### config.mk
export PLATFORM = sky130hd
export DESIGN_NAME = vdisk_arbiter_flat
export DESIGN_NICKNAME = d
export VERILOG_FILES = /design/src/rtl/vdisk_arbiter_if.sv /design/src/rtl/vdisk_arbiter.sv /design/src/flat_wrapper.sv
export SDC_FILE = /design/constraint.sdc
export NUM_CORES = 1
export LEC_CHECK = 0
export CAP_MARGIN = 20
export CORE_UTILIZATION = 36
export DETAILED_ROUTE_END_ITERATION = 16
export PLACE_DENSITY = 0.84
export SETUP_SLACK_MARGIN = 0.1
export SLEW_MARGIN = 25
export SYNTH_ARGS = -nofsm -noshare
export SYNTH_HDL_FRONTEND = slang
export SYNTH_SLANG_ARGS = --single-unit
### constraint.sdc
create_clock -name clk_sys -period 2.1 [get_ports clk_sys]
set_input_delay 0.42 -clock clk_sys [delete_from_list [all_inputs] [get_ports clk_sys]]
set_output_delay 0.42 -clock clk_sys [all_outputs]
set_load 0.03 [all_outputs]
### src/rtl/vdisk_arbiter_if.sv
// Virtual-disk sector channel bundle: per-drive FDC request side plus the hps_io sd_* side.
// The arbiter takes the slave view; the surrounding emu top (or a bench) takes the master view.
interface vdisk_arbiter_if #(
    parameter int NBDRIV = 4
);
    logic [NBDRIV-1:0]    req_rd;
    logic [NBDRIV-1:0]    req_wr;
    logic [NBDRIV*32-1:0] req_lba;
    logic [NBDRIV-1:0]    req_done;
    logic                 req_err;
    logic                 busy;
    logic [1:0]           grant;
    logic [31:0]          sd_lba;
    logic [NBDRIV-1:0]    sd_rd;
    logic [NBDRIV-1:0]    sd_wr;
    logic [NBDRIV-1:0]    sd_ack;
    logic                 sd_buff_wr;
    logic                 buff_wr;
    logic [1:0]           buff_drive;

    modport slave (
        input  req_rd, req_wr, req_lba, sd_ack, sd_buff_wr,
        output req_done, req_err, busy, grant, sd_lba, sd_rd, sd_wr, buff_wr, buff_drive
    );

    modport master (
        output req_rd, req_wr, req_lba, sd_ack, sd_buff_wr,
        input  req_done, req_err, busy, grant, sd_lba, sd_rd, sd_wr, buff_wr, buff_drive
    );
endinterface

### src/rtl/vdisk_arbiter.sv
// Round-robin arbiter sharing the hps_io virtual-disk sector channel among NBDRIV floppy drives.
// Define VDISK_TIMEOUT_EN to build the ack watchdog (TIMEOUT_CYC cycles) that aborts with req_err.
module vdisk_arbiter #(
    parameter int NBDRIV      = 4,
    parameter int TIMEOUT_CYC = 1 << 24
) (
    input  logic           clk_sys,
    input  logic           reset,
    vdisk_arbiter_if.slave bus
);
    typedef enum logic [1:0] {IDLE, REQ, XFER, DONE} state_t;

    if (NBDRIV < 2 || NBDRIV > 4 || TIMEOUT_CYC < 2) begin : g_bad_param
        $error("vdisk_arbiter: NBDRIV must be 2..4 and TIMEOUT_CYC at least 2");
    end

    state_t            state, state_nxt;
    logic [1:0]        ptr;
    logic [1:0]        grant;
    logic [1:0]        pick;
    logic              pick_vld;
    logic              op_wr;
    logic              strobe, strobe_nxt;
    logic              timeout;
    logic              ack_g;
    logic              active;
    logic [31:0]       lba;
    logic [NBDRIV-1:0] pend;
    logic [NBDRIV-1:0] grant_oh;

    assign pend     = bus.req_rd | bus.req_wr;
    assign ack_g    = bus.sd_ack[grant];
    assign grant_oh = NBDRIV'(1) << grant;
    assign active   = (state == REQ) || (state == XFER);

    // First pending drive at or after ptr, wrapping at NBDRIV.
    always_comb begin
        logic [2:0] sum;
        logic [1:0] idx;
        // NOTE: every combinational output gets a default first, so no path can infer a latch.
        pick     = ptr;
        pick_vld = 1'b0;
        sum      = '0;
        idx      = '0;
        for (int k = NBDRIV - 1; k >= 0; k--) begin
            sum = {1'b0, ptr} + 3'(k);
            if (sum >= 3'(NBDRIV)) sum = sum - 3'(NBDRIV);
            idx = sum[1:0];
            if (pend[idx]) begin
                pick     = idx;
                pick_vld = 1'b1;
            end
        end
    end

    always_ff @(posedge clk_sys or posedge reset) begin
        // NOTE: sequential state uses non-blocking assignments so all flops see pre-edge values.
        if (reset) state <= IDLE;
        else       state <= state_nxt;
    end

    always_comb begin
        state_nxt = state;
        case (state)
            IDLE:    if (pick_vld) state_nxt = REQ;
            REQ:     if (timeout) state_nxt = DONE; else if (ack_g) state_nxt = XFER;
            XFER:    if (timeout || !ack_g) state_nxt = DONE;
            DONE:    state_nxt = IDLE;
            default: state_nxt = IDLE;
        endcase
    end

    // Strobe is registered one cycle behind REQ entry and drops on the edge that samples ack.
    always_comb begin
        strobe_nxt = (state == REQ) && !ack_g && !timeout;
    end

    always_ff @(posedge clk_sys or posedge reset) begin
        if (reset) begin
            ptr    <= '0;
            grant  <= '0;
            lba    <= '0;
            op_wr  <= 1'b0;
            strobe <= 1'b0;
        end else begin
            strobe <= strobe_nxt;
            if (state == IDLE && pick_vld) begin
                grant <= pick;
                lba   <= bus.req_lba[{pick, 5'd0} +: 32];
                op_wr <= bus.req_wr[pick];
            end
            if (state == DONE) ptr <= (grant == 2'(NBDRIV - 1)) ? 2'd0 : grant + 2'd1;
        end
    end

`ifdef VDISK_TIMEOUT_EN
    localparam int TW = $clog2(TIMEOUT_CYC);

    logic [TW-1:0] tmo_cnt;
    logic          aborted;

    always_ff @(posedge clk_sys or posedge reset) begin
        if (reset) begin
            tmo_cnt <= '0;
            aborted <= 1'b0;
        end else begin
            if (state == IDLE) begin
                tmo_cnt <= '0;
                aborted <= 1'b0;
            end else if (active) begin
                tmo_cnt <= tmo_cnt + 1'b1;
                if (timeout) aborted <= 1'b1;
            end
        end
    end

    assign timeout     = active && (tmo_cnt == TW'(TIMEOUT_CYC - 1));
    assign bus.req_err = (state == DONE) && aborted;
`else
    assign timeout     = 1'b0;
    assign bus.req_err = 1'b0;
`endif

    assign bus.busy       = (state != IDLE);
    assign bus.grant      = grant;
    assign bus.sd_lba     = lba;
    assign bus.sd_rd      = {NBDRIV{strobe && !op_wr}} & grant_oh;
    assign bus.sd_wr      = {NBDRIV{strobe && op_wr}} & grant_oh;
    assign bus.req_done   = {NBDRIV{state == DONE}} & grant_oh;
    assign bus.buff_wr    = bus.sd_buff_wr && ack_g && active;
    assign bus.buff_drive = grant;
endmodule

### src/flat_wrapper.sv
// flat-port wrapper written by rule: the top's interface ports become plain ports
module vdisk_arbiter_flat 
#(
    parameter int NBDRIV      = 4,
    parameter int TIMEOUT_CYC = 1 << 24
)
  (clk_sys, reset, bus_req_rd, bus_req_wr, bus_req_lba, bus_sd_ack, bus_sd_buff_wr, bus_req_done, bus_req_err, bus_busy, bus_grant, bus_sd_lba, bus_sd_rd, bus_sd_wr, bus_buff_wr, bus_buff_drive);
  vdisk_arbiter_if #(.NBDRIV(NBDRIV)) bus_i ();
  input  logic clk_sys;
  input  logic reset;
  input wire logic [$bits(bus_i.req_rd)-1:0] bus_req_rd;
  input wire logic [$bits(bus_i.req_wr)-1:0] bus_req_wr;
  input wire logic [$bits(bus_i.req_lba)-1:0] bus_req_lba;
  input wire logic [$bits(bus_i.sd_ack)-1:0] bus_sd_ack;
  input wire logic [$bits(bus_i.sd_buff_wr)-1:0] bus_sd_buff_wr;
  output wire logic [$bits(bus_i.req_done)-1:0] bus_req_done;
  output wire logic [$bits(bus_i.req_err)-1:0] bus_req_err;
  output wire logic [$bits(bus_i.busy)-1:0] bus_busy;
  output wire logic [$bits(bus_i.grant)-1:0] bus_grant;
  output wire logic [$bits(bus_i.sd_lba)-1:0] bus_sd_lba;
  output wire logic [$bits(bus_i.sd_rd)-1:0] bus_sd_rd;
  output wire logic [$bits(bus_i.sd_wr)-1:0] bus_sd_wr;
  output wire logic [$bits(bus_i.buff_wr)-1:0] bus_buff_wr;
  output wire logic [$bits(bus_i.buff_drive)-1:0] bus_buff_drive;
  assign bus_i.req_rd = bus_req_rd;
  assign bus_i.req_wr = bus_req_wr;
  assign bus_i.req_lba = bus_req_lba;
  assign bus_i.sd_ack = bus_sd_ack;
  assign bus_i.sd_buff_wr = bus_sd_buff_wr;
  assign bus_req_done = bus_i.req_done;
  assign bus_req_err = bus_i.req_err;
  assign bus_busy = bus_i.busy;
  assign bus_grant = bus_i.grant;
  assign bus_sd_lba = bus_i.sd_lba;
  assign bus_sd_rd = bus_i.sd_rd;
  assign bus_sd_wr = bus_i.sd_wr;
  assign bus_buff_wr = bus_i.buff_wr;
  assign bus_buff_drive = bus_i.buff_drive;
  vdisk_arbiter #(.NBDRIV(NBDRIV), .TIMEOUT_CYC(TIMEOUT_CYC)) u_core (.clk_sys(clk_sys), .reset(reset), .bus(bus_i));
endmodule
# Word level (Yosys, flattened, before mapping)
# Cells that the tools add are included.
[word_totals]
register_bits = 40
in_bits = 143
word_cells = 78
[classes]
addsub = 8
order_cmp = 10
eq_ne = 7
n_shift = 2
mux = 29
n_bitwise = 4
n_reduce_logical = 12
[op_table]
columns = ["op", "n"]
rows = [
  ["128-bit by 8-bit variable part select with 32-bit output", 1],
  ["2-bit 2-to-1 mux", 12],
  ["2-bit by 3-bit < comparator with 1-bit output (second input constant)", 6],
  ["4-bit AND", 3],
  ["1-bit binary-select mux with 2-bit select", 6],
  ["1-bit 2-to-1 mux", 10],
  ["3-bit greater-or-equal comparator (second input constant)", 3],
  ["2-bit one-hot mux with 4 select lines", 1],
  ["2-bit by 1-bit subtractor with 2-bit output (second input constant)", 4],
  ["2-bit by 2-bit adder with 3-bit output (second input constant)", 2],
  ["2-bit == test (second input constant)", 3],
  ["1-bit logical AND", 6],
  ["2-bit by 1-bit != test with 1-bit output (second input constant)", 2],
  ["4-bit bitwise OR", 1],
  ["1-bit by 2-bit << shifter with 4-bit output (first input constant)", 1],
  ["2-bit by 1-bit adder with 3-bit output (second input constant)", 1],
  ["2-bit by 3-bit greater-or-equal comparator with 1-bit output (second input constant)", 1],
  ["3-bit AND reduction", 1],
  ["2-bit by 1-bit adder with 2-bit output (second input constant)", 1],
  ["2-bit by 1-bit == test with 1-bit output (second input constant)", 1],
  ["1-bit logical NOT", 2],
  ["2-bit logical NOT", 1],
  ["2-bit != test (second input constant)", 1],
  ["2-bit nonzero test", 1],
  ["1-bit logical OR", 1],
]

# Depth between registers and ports, before layout
[logic_depth]
ltp_word = 11
depth_mapped = 8

# Worst setup path before layout
# No wires, ideal clock.
[synth_path]
path_type = "input port to flip-flop"
start = "input port bus_req_wr[0]"
end = "register u_core.lba[1] (netlist: u_core.bus.sd_lba[1])"
setup_time_ns = 0.142
arrival_ns = 1.887
setup_slack_ns = 0.071
cell_stages = 7
cell_sequence = "or2_1 -> a221o_1 -> a21oi_4 -> buf_6 -> buf_6 -> mux2i_1 -> o221ai_1"
[synth_between]
elab_chain_len = 8
elab_cells_between_ends = 19
cone_classes = "shift: 1; mux: 16; bitwise: 1; reduce/logical: 1"
[synth_rtl]
columns = ["item", "line", "text"]
rows = [
  ["from (decl)", "flat_wrapper.sv:12", "input wire logic [$bits(bus_i.req_wr)-1:0] bus_req_wr;"],
  ["4-bit bitwise OR *", "vdisk_arbiter.sv:31", "assign pend = bus.req_rd | bus.req_wr;"],
  ["1-bit binary-select mux with 2-bit select", "vdisk_arbiter.sv:49", "if (pend[idx]) begin"],
  ["1-bit 2-to-1 mux (not written as such)", "vdisk_arbiter.sv:49", ""],
  ["2-bit 2-to-1 mux / 1-bit 2-to-1 mux (equally long branches) (4 in a row)", "vdisk_arbiter.sv:49", ""],
  ["128-bit by 8-bit variable part select with 32-bit output / 1-bit logical AND (equally long branches)", "vdisk_arbiter.sv:89, vdisk_arbiter.sv:87", ""],
  ["to (signal assigned)", "vdisk_arbiter.sv:89", "lba <= bus.req_lba[{pick, 5'd0} +: 32];"],
  ["to (decl)", "vdisk_arbiter.sv:27", "logic [31:0] lba;"],
]
# Mark *: on every way between the ends. The rest lies on a longest branch, timed or not. The select of a mux whose other input is x is not followed.
# A chain may end at the register's enable or synchronous reset.

# Worst setup path in the final report
[layout_path]
start = "input port bus_sd_ack[1]"
end = "output port bus_buff_wr"
[layout_between]
elab_chain_len = 4
[layout_rtl]
columns = ["item", "line", "text"]
rows = [
  ["from (decl)", "flat_wrapper.sv:14", "input wire logic [$bits(bus_i.sd_ack)-1:0] bus_sd_ack;"],
  ["1-bit binary-select mux with 2-bit select", "vdisk_arbiter.sv:32", "assign ack_g = bus.sd_ack[grant];"],
  ["1-bit 2-to-1 mux (not written as such)", "vdisk_arbiter.sv:32", ""],
  ["1-bit logical AND (2 in a row)", "vdisk_arbiter.sv:130", "assign bus.buff_wr = bus.sd_buff_wr && ack_g && active;"],
  ["to (decl)", "flat_wrapper.sv:23", "output wire logic [$bits(bus_i.buff_wr)-1:0] bus_buff_wr;"],
]
# Every way passes these cells. The select of a mux whose other input is x is not followed.

==> flow_metrics.py <==
metrics = {
    "status": {
        "status": "finished, final reports clean",
    },
    "flow_run": {
        "max_cap_violations": 0,
    },
    "place": {
        "dp_cells": 553,
        "hpwl_um": 6900,
        "gp_congestion": 0.763,
        "port_buffers": 192,
        "placed_cell_area_mm2": 0.00491,
    },
    "floorplan": {
        "die-area_mm2": 0.00808,
        "die_h_um": 89.9,
        "boundaryPins": 194,
        "core_mm2": 0.00737,
        "initial_utilization_pct": 37.7,
        "rows": 31,
        "chipWidth_um": 89.9,
    },
    "clock_network": {
        "hold_buffers": 0,
        "cts.clk_slew.worst_paths_ns": 0.08,
        "cts_buffers": 5,
        "numClockSinks": 40,
        "insertion_delay_ns": 0.29,
        "cts_tree": "done",
        "htreeDepth": 2,
        "ctsLongestPathBuffers": 2,
        "cts-root-buf": "clkbuf_8",
    },
    "logic_synthesis": {
        "yosys_warnings": 0,
        "yosysMostFrequentCell": "mux2i_1",
        "synthTopCellsByArea": "dfrtp_1, mux2i_1, a221oi_2",
        "synthDistinctLibCells": 33,
        "synth-seq-cells": 40,
        "synthTopCellsByCount": "mux2i_1, dfrtp_1, nor2_1",
        "synth-main-ff-cell": "dfrtp_1",
        "syn_inst": 262,
        "yosysSeqAreaShare_pct": 36.0,
        "synth_edf_count": 0,
        "synth_area_leader_cell": "dfrtp_1",
        "synthArstFlopShare_pct": 100,
        "synth_area_per_cell_um2": 10.6,
        "synth_area_mm2": 0.00278,
        "netlist.area_leader.share_pct": 36.0,
        "syn_nets": 413,
    },
    "timing": {
        "period_needed_ns": 2.01,
        "slew_headroom_pct": 62.2,
        "setup_viol": 0,
        "tightest_slew_ns": 0.566,
        "finClkSkew_ns": 0.0102,
        "finalCritPeriodShare_pct": 95.5,
        "rsz0062_at_grt": "true",
        "final-max-slew-violation-count": 0,
        "setup_tns_ns": 0,
        "fmax_ghz": 0.498,
        "finalHoldViolations": 0,
    },
    "drt": {
        "wl_per_cell_um": 17.7,
        "wirelength_um": 10200,
        "viasPerCell": 5.17,
        "drt_iter0_drc": 68,
        "vias": 2997,
        "drtAntennaViolNets": 0,
        "drcViolationCount": 0,
        "drtPass1Iterations": 4,
    },
    "finish": {
        "area.sequential_mm2": 0.00100,
        "fin_cells": 580,
        "nets": 631,
        "multiInputGateArea_mm2": 0.00179,
        "layout-drive-gt1-share_pct": 23.5,
        "n_antenna_cell": 0,
        "n_fill_cell": 513,
        "stdcell_area_mm2": 0.00544,
        "area_growth_pct": 95.5,
    },
    "grt": {
        "first_global_vias": 3045,
        "grt-ovfl-total": 0,
        "antenna_found_initial": 0,
        "grt_pass1_wl_um": 15700,
        "track_usage_pct": 24.5,
        "grt_max_degree": 24,
    },
    "setup_path": {
        "cp_max_fo": 2,
        "arrival_ns": 1.59,
        "cp-start-kind": "input pin",
        "critical_path_required_ns": 1.68,
        "crit_type": "input pin to output port",
        "endpoint_kind": "output port",
    },
    "power": {
        "leakagePower_nw": 2.33,
        "ir_drop_mv": 0.686,
        "power_density_mw_per_mm2": 1420,
    },
    "worst_hold_path": {
        "holdCritPathClass": "input pin to async pin",
    },
}
[layout make-up]
cell class | instances | share of cell area [%]
Inverter | 8 | 0.552
Multi-Input combinational cell | 195 | 32.9
Tap cell | 99 | 2.28
Timing Repair Buffer | 230 | 43.8
Sequential cell | 40 | 18.4
Clock inverter | 3 | 0.782
Clock buffer | 5 | 1.27
[logic make-up after synthesis]
group           count (synthesis)  synth area share (%)
simple gates                   68                  11.2
buf+inv                        28                  6.07
mux                            68                  25.0
other cells                     1                 0.135
flops                          40                  36.0
fa+ha+maj                       8                  3.60
compound gates                 49                  18.1
[through the flow]
step	hold slack, ns	util [%]	power (mW)	setup slack (ns)
floorplan	0.533	-	4.40	0.105
detailed placement	0.473	66.7	6.03	-0.559
CTS	0.464	71.3	7.34	-0.0887
global route	0.495	73.8	8.13	0.0503
finish	0.449	73.8	7.73	0.0936
global placement	0.471	66.7	5.93	-0.508
[timing repair]
| item | CTS | global route |
|---|---|---|
| pin swaps | 11 | 14 |
| buffers inserted | 5 | 5 |
| cloned | 7 | 2 |
| setup endpoints to repair | 47 | 44 |
| gates resized for setup | 75 | 54 |
[final timing paths]
check / startpoint / endpoint / slack, ns / cells after the start
max: bus_sd_ack[1] / bus_buff_wr / 0.09 / 4
min: reset / u_core.bus.sd_lba[1] / 0.45 / 2
max reg2reg: u_core.ptr[0] / u_core.bus.sd_lba[4] / 0.24 / 8
min reg2reg: u_core.bus.sd_lba[10] / u_core.bus.sd_lba[10] / 0.50 / 2
max in group asynchronous: reset / u_core.bus.sd_lba[19] / 1.18 / 3
min in group clk_sys: u_core.bus.sd_lba[10] / u_core.bus.sd_lba[10] / 0.50 / 2
[flip-flops by register name, indices dropped and copies added (netlist names)]
| register | flops |
|---|---|
| u_core.state | 2 |
| u_core.op_wr | 1 |
| u_core.bus.sd_lba | 32 |
| u_core.strobe | 1 |
| u_core.ptr | 2 |
| u_core.bus.buff_drive | 2 |
[critical path, stage by stage]
cell             delay, ns
clkdlybuf4s50_1       0.40
mux4_2                0.47
and3_4                0.17
buf_6                 0.13
[placed cells by master, fill, tap and decap left out, types with 7 or more instances in the layout]
cell type and count:
a221oi_2 18, and2_1 8, buf_4 21, clkbuf_2 8, clkdlybuf4s50_1 167, dfrtp_1 39
mux2i_1 55, mux2i_2 7, nand2_1 14, nor2_1 26, o221ai_1 9
[power breakdown]
group | switching, mW | leakage, nW | internal (mW)
Sequential | 0.271 | 0.461 | 1.17
Combinational | 2.82 | 1.81 | 2.84
Clock | 0.279 | 0.0541 | 0.352
[metal layers]
metal | GRT usage [%] | part of all wire (%) | wire length (um) | vias up
met3 | 6.09 | 6.7 | 687 | 19
met2 | 43.1 | 52 | 5280 | 141
met1 | 29.4 | 39 | 4040 | 1420
met4 | 7.39 | 2.3 | 231 | 0
met5 | 0 | 0 | 0 | -
li1 | - | - | - | 1417
Note: power is estimated with default switching activity, not from simulation.
